===== config.mk =====
export PLATFORM = sky130hd
export DESIGN_NAME = serial_adder
export DESIGN_NICKNAME = d
export VERILOG_FILES = /design/src/rtl/serial_adder_pkg.sv /design/src/rtl/full_adder.sv /design/src/rtl/serial_adder.sv
export SDC_FILE = /design/constraint.sdc
export NUM_CORES = 1
export LEC_CHECK = 0
export ABC_CLOCK_PERIOD_IN_PS = 1700
export BUFFER_PORTS_ARGS = -buffer_cell sky130_fd_sc_hd__buf_2
export CORE_ASPECT_RATIO = 1.5
export CORE_MARGIN = 2
export CORE_UTILIZATION = 53
export CTS_CLUSTER_DIAMETER = 60
export DETAILED_ROUTE_END_ITERATION = 7
export PLACE_DENSITY = 0.74
export SKIP_LAST_GASP = 1
export SLEW_MARGIN = 5
export SYNTH_ARGS = -nofsm -noshare
export SYNTH_HDL_FRONTEND = slang
export SYNTH_HIERARCHICAL = 1
export SYNTH_SLANG_ARGS = --single-unit
export TNS_END_PERCENT = 100

===== constraint.sdc =====
create_clock -name clk -period 1.7 [get_ports clk]
set_input_delay 0.34 -clock clk [delete_from_list [all_inputs] [get_ports clk]]
set_output_delay 0.34 -clock clk [all_outputs]
set_load 0.02 [all_outputs]

===== src/rtl/serial_adder_pkg.sv =====
// Shared types and defaults for the bit-serial adder.
package serial_adder_pkg;

   localparam int DEFAULT_WIDTH = 8;

   typedef enum logic [1:0] {
      IDLE = 2'd0,
      RUN  = 2'd1,
      DONE = 2'd2
   } state_t;

endpackage


===== src/rtl/full_adder.sv =====
// One-bit combinational full adder used as the serial bit-slice.
module full_adder (
   input  logic A,
   input  logic B,
   input  logic Cin,
   output logic Sum,
   output logic Cout
);

   assign Sum  = A ^ B ^ Cin;
   assign Cout = (A & B) | (Cin & (A ^ B));

endmodule


===== src/rtl/serial_adder.sv =====
// Bit-serial adder: one full-adder cell processes one bit per cycle, LSB first.
// Handshake: start is accepted only in IDLE (busy=0, done=0); the result is
// valid on sum/cout in the cycle done is high and holds until the next result.
// state_dbg mirrors the FSM state for checkers.
module serial_adder
   import serial_adder_pkg::*;
#(
   parameter int WIDTH = DEFAULT_WIDTH
) (
   input  logic             clk,
   input  logic             rst_n,
   input  logic             start,
   input  logic [WIDTH-1:0] a_in,
   input  logic [WIDTH-1:0] b_in,
   input  logic             cin,
   output logic             busy,
   output logic             done,
   output logic [WIDTH-1:0] sum,
   output logic             cout,
   output logic [1:0]       state_dbg
);

   localparam int            CW   = $clog2(WIDTH + 1);
   localparam logic [CW-1:0] LAST = CW'(WIDTH - 1);

   state_t           state, next_state;
   logic [WIDTH-1:0] a_sh, b_sh, s_sh, s_next;
   logic             carry;
   logic [CW-1:0]    cnt;
   logic             fa_sum, fa_cout;
   logic             last_bit;

   assign last_bit  = (cnt == LAST);
   assign state_dbg = state;

   full_adder u_fa (
      .A    (a_sh[0]),
      .B    (b_sh[0]),
      .Cin  (carry),
      .Sum  (fa_sum),
      .Cout (fa_cout)
   );

   // Sum shift register advance: new bit enters at the MSB (works for WIDTH=1).
   always_comb begin
      s_next            = s_sh >> 1;
      s_next[WIDTH-1]   = fa_sum;
   end

   // FSM state register.
   always_ff @(posedge clk or negedge rst_n) begin
      if (!rst_n) state <= IDLE;
      else        state <= next_state;
   end

   // FSM next-state and status outputs; DONE always falls back to IDLE.
   always_comb begin
      next_state = state;
      busy       = 1'b0;
      done       = 1'b0;
      case (state)
         IDLE: if (start) next_state = RUN;
         RUN: begin
            busy = 1'b1;
            if (last_bit) next_state = DONE;
         end
         DONE: begin
            done       = 1'b1;
            next_state = IDLE;
         end
         default: next_state = IDLE;
      endcase
   end

   // Datapath: capture operands on accept, shift one bit per RUN cycle,
   // load the visible result on the final bit so done and sum appear together.
   always_ff @(posedge clk or negedge rst_n) begin
      if (!rst_n) begin
         a_sh  <= '0;
         b_sh  <= '0;
         s_sh  <= '0;
         carry <= 1'b0;
         cnt   <= '0;
         sum   <= '0;
         cout  <= 1'b0;
      end else begin
         case (state)
            IDLE: begin
               if (start) begin
                  a_sh  <= a_in;
                  b_sh  <= b_in;
                  carry <= cin;
                  s_sh  <= '0;
                  cnt   <= '0;
               end
            end
            RUN: begin
               a_sh  <= a_sh >> 1;
               b_sh  <= b_sh >> 1;
               s_sh  <= s_next;
               carry <= fa_cout;
               cnt   <= cnt + CW'(1);
               if (last_bit) begin
                  sum  <= s_next;
                  cout <= fa_cout;
               end
            end
            default: ;
         endcase
      end
   end

endmodule


# == Word-level counts from Yosys, hierarchy flattened ==
# Cells that the tools add are included.
# word_totals
elab_cells,39
out_inout_bits,13
input_bits,20
reg_bits,40
# classes
n_eq_ne,5
bitwise_logic,5
n_addsub,1
n_reduce_logical,5
n_mux,15
# ops
operator,count
$pmux W8 S2,3
$mux W8,3
$pmux W4 S2,1
$reduce_and A2 Y1,3
$add A4 B1 Y4 const B,1
$eq A4 B3 Y1 const B,1
$mux W2,2
$mux W4,1
$ne A2 B2 Y1 const B,2
$pmux W2 S2,1
$mux W1,3
$and A1 B1 Y1,2
$eq A2 B1 Y1 const B,1
$eq A2 B2 Y1 const B,1
$logic_not A2 Y1,1
$pmux W1 S2,1
$reduce_bool A2 Y1,1
$xor A1 B1 Y1,2
$or A1 B1 Y1,1

# == Logic depth before layout (Yosys ltp) ==
# logic_depth
depth_word,4
depth_mapped,5
depth_no_buf,4

# == By module ==
# The synthesis kept the hierarchy.
# modules_own_cells
module,seq_area_each_um2,n_inst,cells_per_inst,area_per_inst_um2
serial_adder,975.9,1,146,1661.6
full_adder,0.0,1,1,20.0

# == Worst setup path before layout ==
# Ideal clock, no wire load.
# synth_timing
path_kind,reg-to-reg
startpoint,register state[1] (netlist: state_dbg[1])
endpoint,register cout
path_slack_ns,0.144
synth_period_minus_slack_ns,1.556
path_stages_with_launch,4
required_ns,1.575
path_buffers,0
setup_ns,0.125
arrival_time_ns,1.431
cell_sequence,dfrtp_1 nand2b_2 nor3_4 mux2_2
# synth_between
elab_chain_len,2
# synth_lines
item,line,rtl
from (decl),serial_adder.sv:26,"state_t state, next_state;"
from (signal assigned),serial_adder.sv:53,else state <= next_state;
$eq A2 B1 Y1,serial_adder.sv:87,case (state)
$reduce_and A2 Y1 (no line),-,
to (signal assigned),serial_adder.sv:105,cout <= fa_cout;
to (decl),serial_adder.sv:19,"output logic cout,"
# No other way between the ends.
# A chain may end at the register's enable or synchronous reset.

# == Worst setup path in the final report ==
# layout_timing
startpoint,register state[1] (netlist: state_dbg[1])
endpoint,output done
# layout_between
elab_chain_len,2
# layout_lines
item,line,rtl
$eq A2 B2 Y1,serial_adder.sv:61,case (state)
$mux W1,serial_adder.sv:61,
to (decl),serial_adder.sv:17,"output logic done,"
# No other way between the ends.

==> metrics <==
status=finished, final reports clean; Net Switching=1350 uW; diode count=0; Post-synth EDFFs=0; Startpoint Class=register; Slew Limit Fails=0; #FFs+latches synth=39; average wire per standard cell=14.8 um; Final Hold Fails=0; synthesized area=1680 um2; Core Region=3100 um2; worst path arrival time=1.20 ns; crit share post-route=90.5%; clock skew=0.00417 ns; CTS tree=yes; setup ws final=0.161 ns; clk slew on worst S/H paths=0.07 ns; Reg-to-Reg Start=cnt[0]$_DFFE_PN0P_; I/O pin cnt=33; Hold WS=0.0974 ns; drc violations=0; synth top area cells=dfrtp_1 (58%), a22oi_1 (6.7%), mux2_2 (6.7%), o21ai_0 (5.4%), a22o_1 (4.7%); Setup CP Type=reg -> out; Commonest cells post-synth=dfrtp_1 (39), o21ai_0 (18), a22oi_1 (15), nand2_1 (13), nor2b_1 (11); max-cap violation count=0; Sw Ratio=37.4%; initial antenna violation count=0; Hold-fix buffers, CTS=0; first-pass GRT wire length=5640 um; Flop pwr share=43.3%; die area=3650 um2; FFs w/ async S/R, synth=100%; Post-Syn Nets=169; Critical Path Source=state_dbg[1]$_DFFE_PN0P_; Worst path slowest cell=dfrtp_1; Initial Utilization=54.3%; Clock Tree Root=clkbuf_8; clock sink count=39; Syn Inst Count=147; DRT Pass-1 Iters=4; vias in the first global route=1235; CP Cell Sequence=buf_4 -> nor2b_1 -> buf_2; Max FO, Critical Path=22; Row Count=25; total power=3610 uW; synth warn=6; total track usage=20.3%; power density over the cells=1800 nW/um2; final setup fails=0; Worst Max-Slew Pin Slew=0.553 ns; Clock Power Share=16.1%; Mean Syn Cell Area=11.4 um2; Iteration-0 DRC Markers=36; largest net degree at the start of global routing=40; kind of cell adding the most delay to the critical path=buffers and inverters; post-synth top area cell=dfrtp_1; IO Port Bufs=32; via-per-instance ratio=5.65; post-DP HPWL=2350 um; Setup TNS Final=0 ns; CP peak stage delay=0.34 ns; Leak=0.000945 uW; clk buf depth=2; Tmin final=1.54 ns; Logic pwr share=40.6%; CP endpoint kind=primary output; most instantiated library cell after synthesis=dfrtp_1; die width=50.0 um; Required @ worst endpoint=1.36 ns; fmax=0.650 GHz; Nets=206; H-tree levels=2; pre-CTS setup slack=0.0509 ns; layout cells sized above 1=31.4%; CTS resizes=0; drt total wl=3320 um; via count=1272; fillcell total=251; placed insts=216; Worst-Skew Late Latency=0.28 ns; Congestion Overflow GR=0; routability congestion estimate=0.760; top-area cell type share of the netlist area=58.0%; Hold Path Class=in -> async; post-route ant nets=0; synth unique cells=22; Internal=2260 uW; sequential fraction of the synthesis area=58.0%; main flop type after synthesis=dfrtp_1; Finished Layout Cells=225; Synth-to-Final Area Change=19.3%; CTS buffer count=5; Die H=73.0 um; VDD IR-drop max=1.03 mV; RSZ-0062 raised after global routing=false; Relative slew margins=63.1%; Critical path buffers and inverters=2
## layout make-up
| type | count | area, um2 | area share (%) |
|---|---|---|---|
| sequential | 39 | 976 | 48.7 |
| timing repair buffer | 40 | 233 | 11.6 |
| tap | 40 | 50.0 | 2.50 |
| clock inverter | 1 | 5.00 | 0.250 |
| inverter | 1 | 3.75 | 0.187 |
| clock buffer | 7 | 76.3 | 3.81 |
| multi-input combinational | 97 | 662 | 33.0 |
## flip-flops by register name, summed over array words and instances, names as in the netlist
register / flops
b_sh: 8
sum: 8
carry: 1
state_dbg: 2
s_sh: 7
a_sh: 8
cout: 1
cnt: 4
## power groups by stage
stage / logic [uW] / registers, uW / clock network [uW]
2_1_floorplan: 893 / 1670 / 0
5_1_grt: 1620 / 1610 / 645
4_1_cts: 1460 / 1570 / 596
3_5_place_dp: 1450 / 1590 / 0
6_report: 1470 / 1570 / 581
3_3_place_gp: 1400 / 1570 / 0
## cell usage in the layout (no fill, tap or decap), types with 2 or more instances in the layout
master,synthesis,layout
mux2_2,10,10
nor2b_1,11,11
a21oi_1,10,10
dfrtp_1,39,39
a22oi_1,15,15
nor2_1,2,2
buf_4,0,7
buf_2,2,32
nand2_1,13,13
o21ai_0,18,18
clkbuf_1,7,2
clkbuf_8,0,5
a22o_1,9,9
## stage by stage
| step | area [um2] | util [%] |
|---|---|---|
| 2_1_floorplan | 1680 | - |
| 3_3_place_gp | 1900 | 61.5 |
| 3_5_place_dp | 1900 | 61.5 |
| 4_1_cts | 1990 | 64.1 |
| 5_1_grt | 2010 | 64.8 |
| 6_report | 2010 | 64.8 |
## cell families (layout without fill, tap and decap cells)
family	after synthesis	in the layout	share of synthesized area (%)
compound gates	54	54	20.6
flops	39	39	58.0
fa+ha+maj	2	2	1.93
simple gates	31	31	10.1
mux	10	10	6.70
buf+inv	11	49	2.60
## layer usage
layer  vias up  GRT usage, %  share of wire, %
met3         6          4.30               4.9
met5         -             0                 0
met1       619          26.7                43
li1        603             -                 -
met2        44          33.0                50
met4         0          7.41               1.5
## what timing repair did
action | CTS | global route
endpoints found under the setup margin | 0 | 9
buffers inserted | 0 | 1
hold endpoints to repair | 0 | 0
## worst paths after layout
path | endpoint | slack [ns] | depth (start not counted)
min in group clk | a_sh[3]$_DFFE_PN0P_ | 0.35 | 3
setup reg to reg | cout$_DFFE_PN0P_ | 0.18 | 5
hold reg to reg | b_sh[1]$_DFFE_PN0P_ | 0.49 | 2
hold / removal | state_dbg[0]$_DFFE_PN0P_ | 0.1 | 2
max in group asynchronous | sum[1]$_DFFE_PN0P_ | 1.27 | 2
setup / recovery | done | 0.16 | 3
Note: power is estimated with default switching activity, not from simulation.
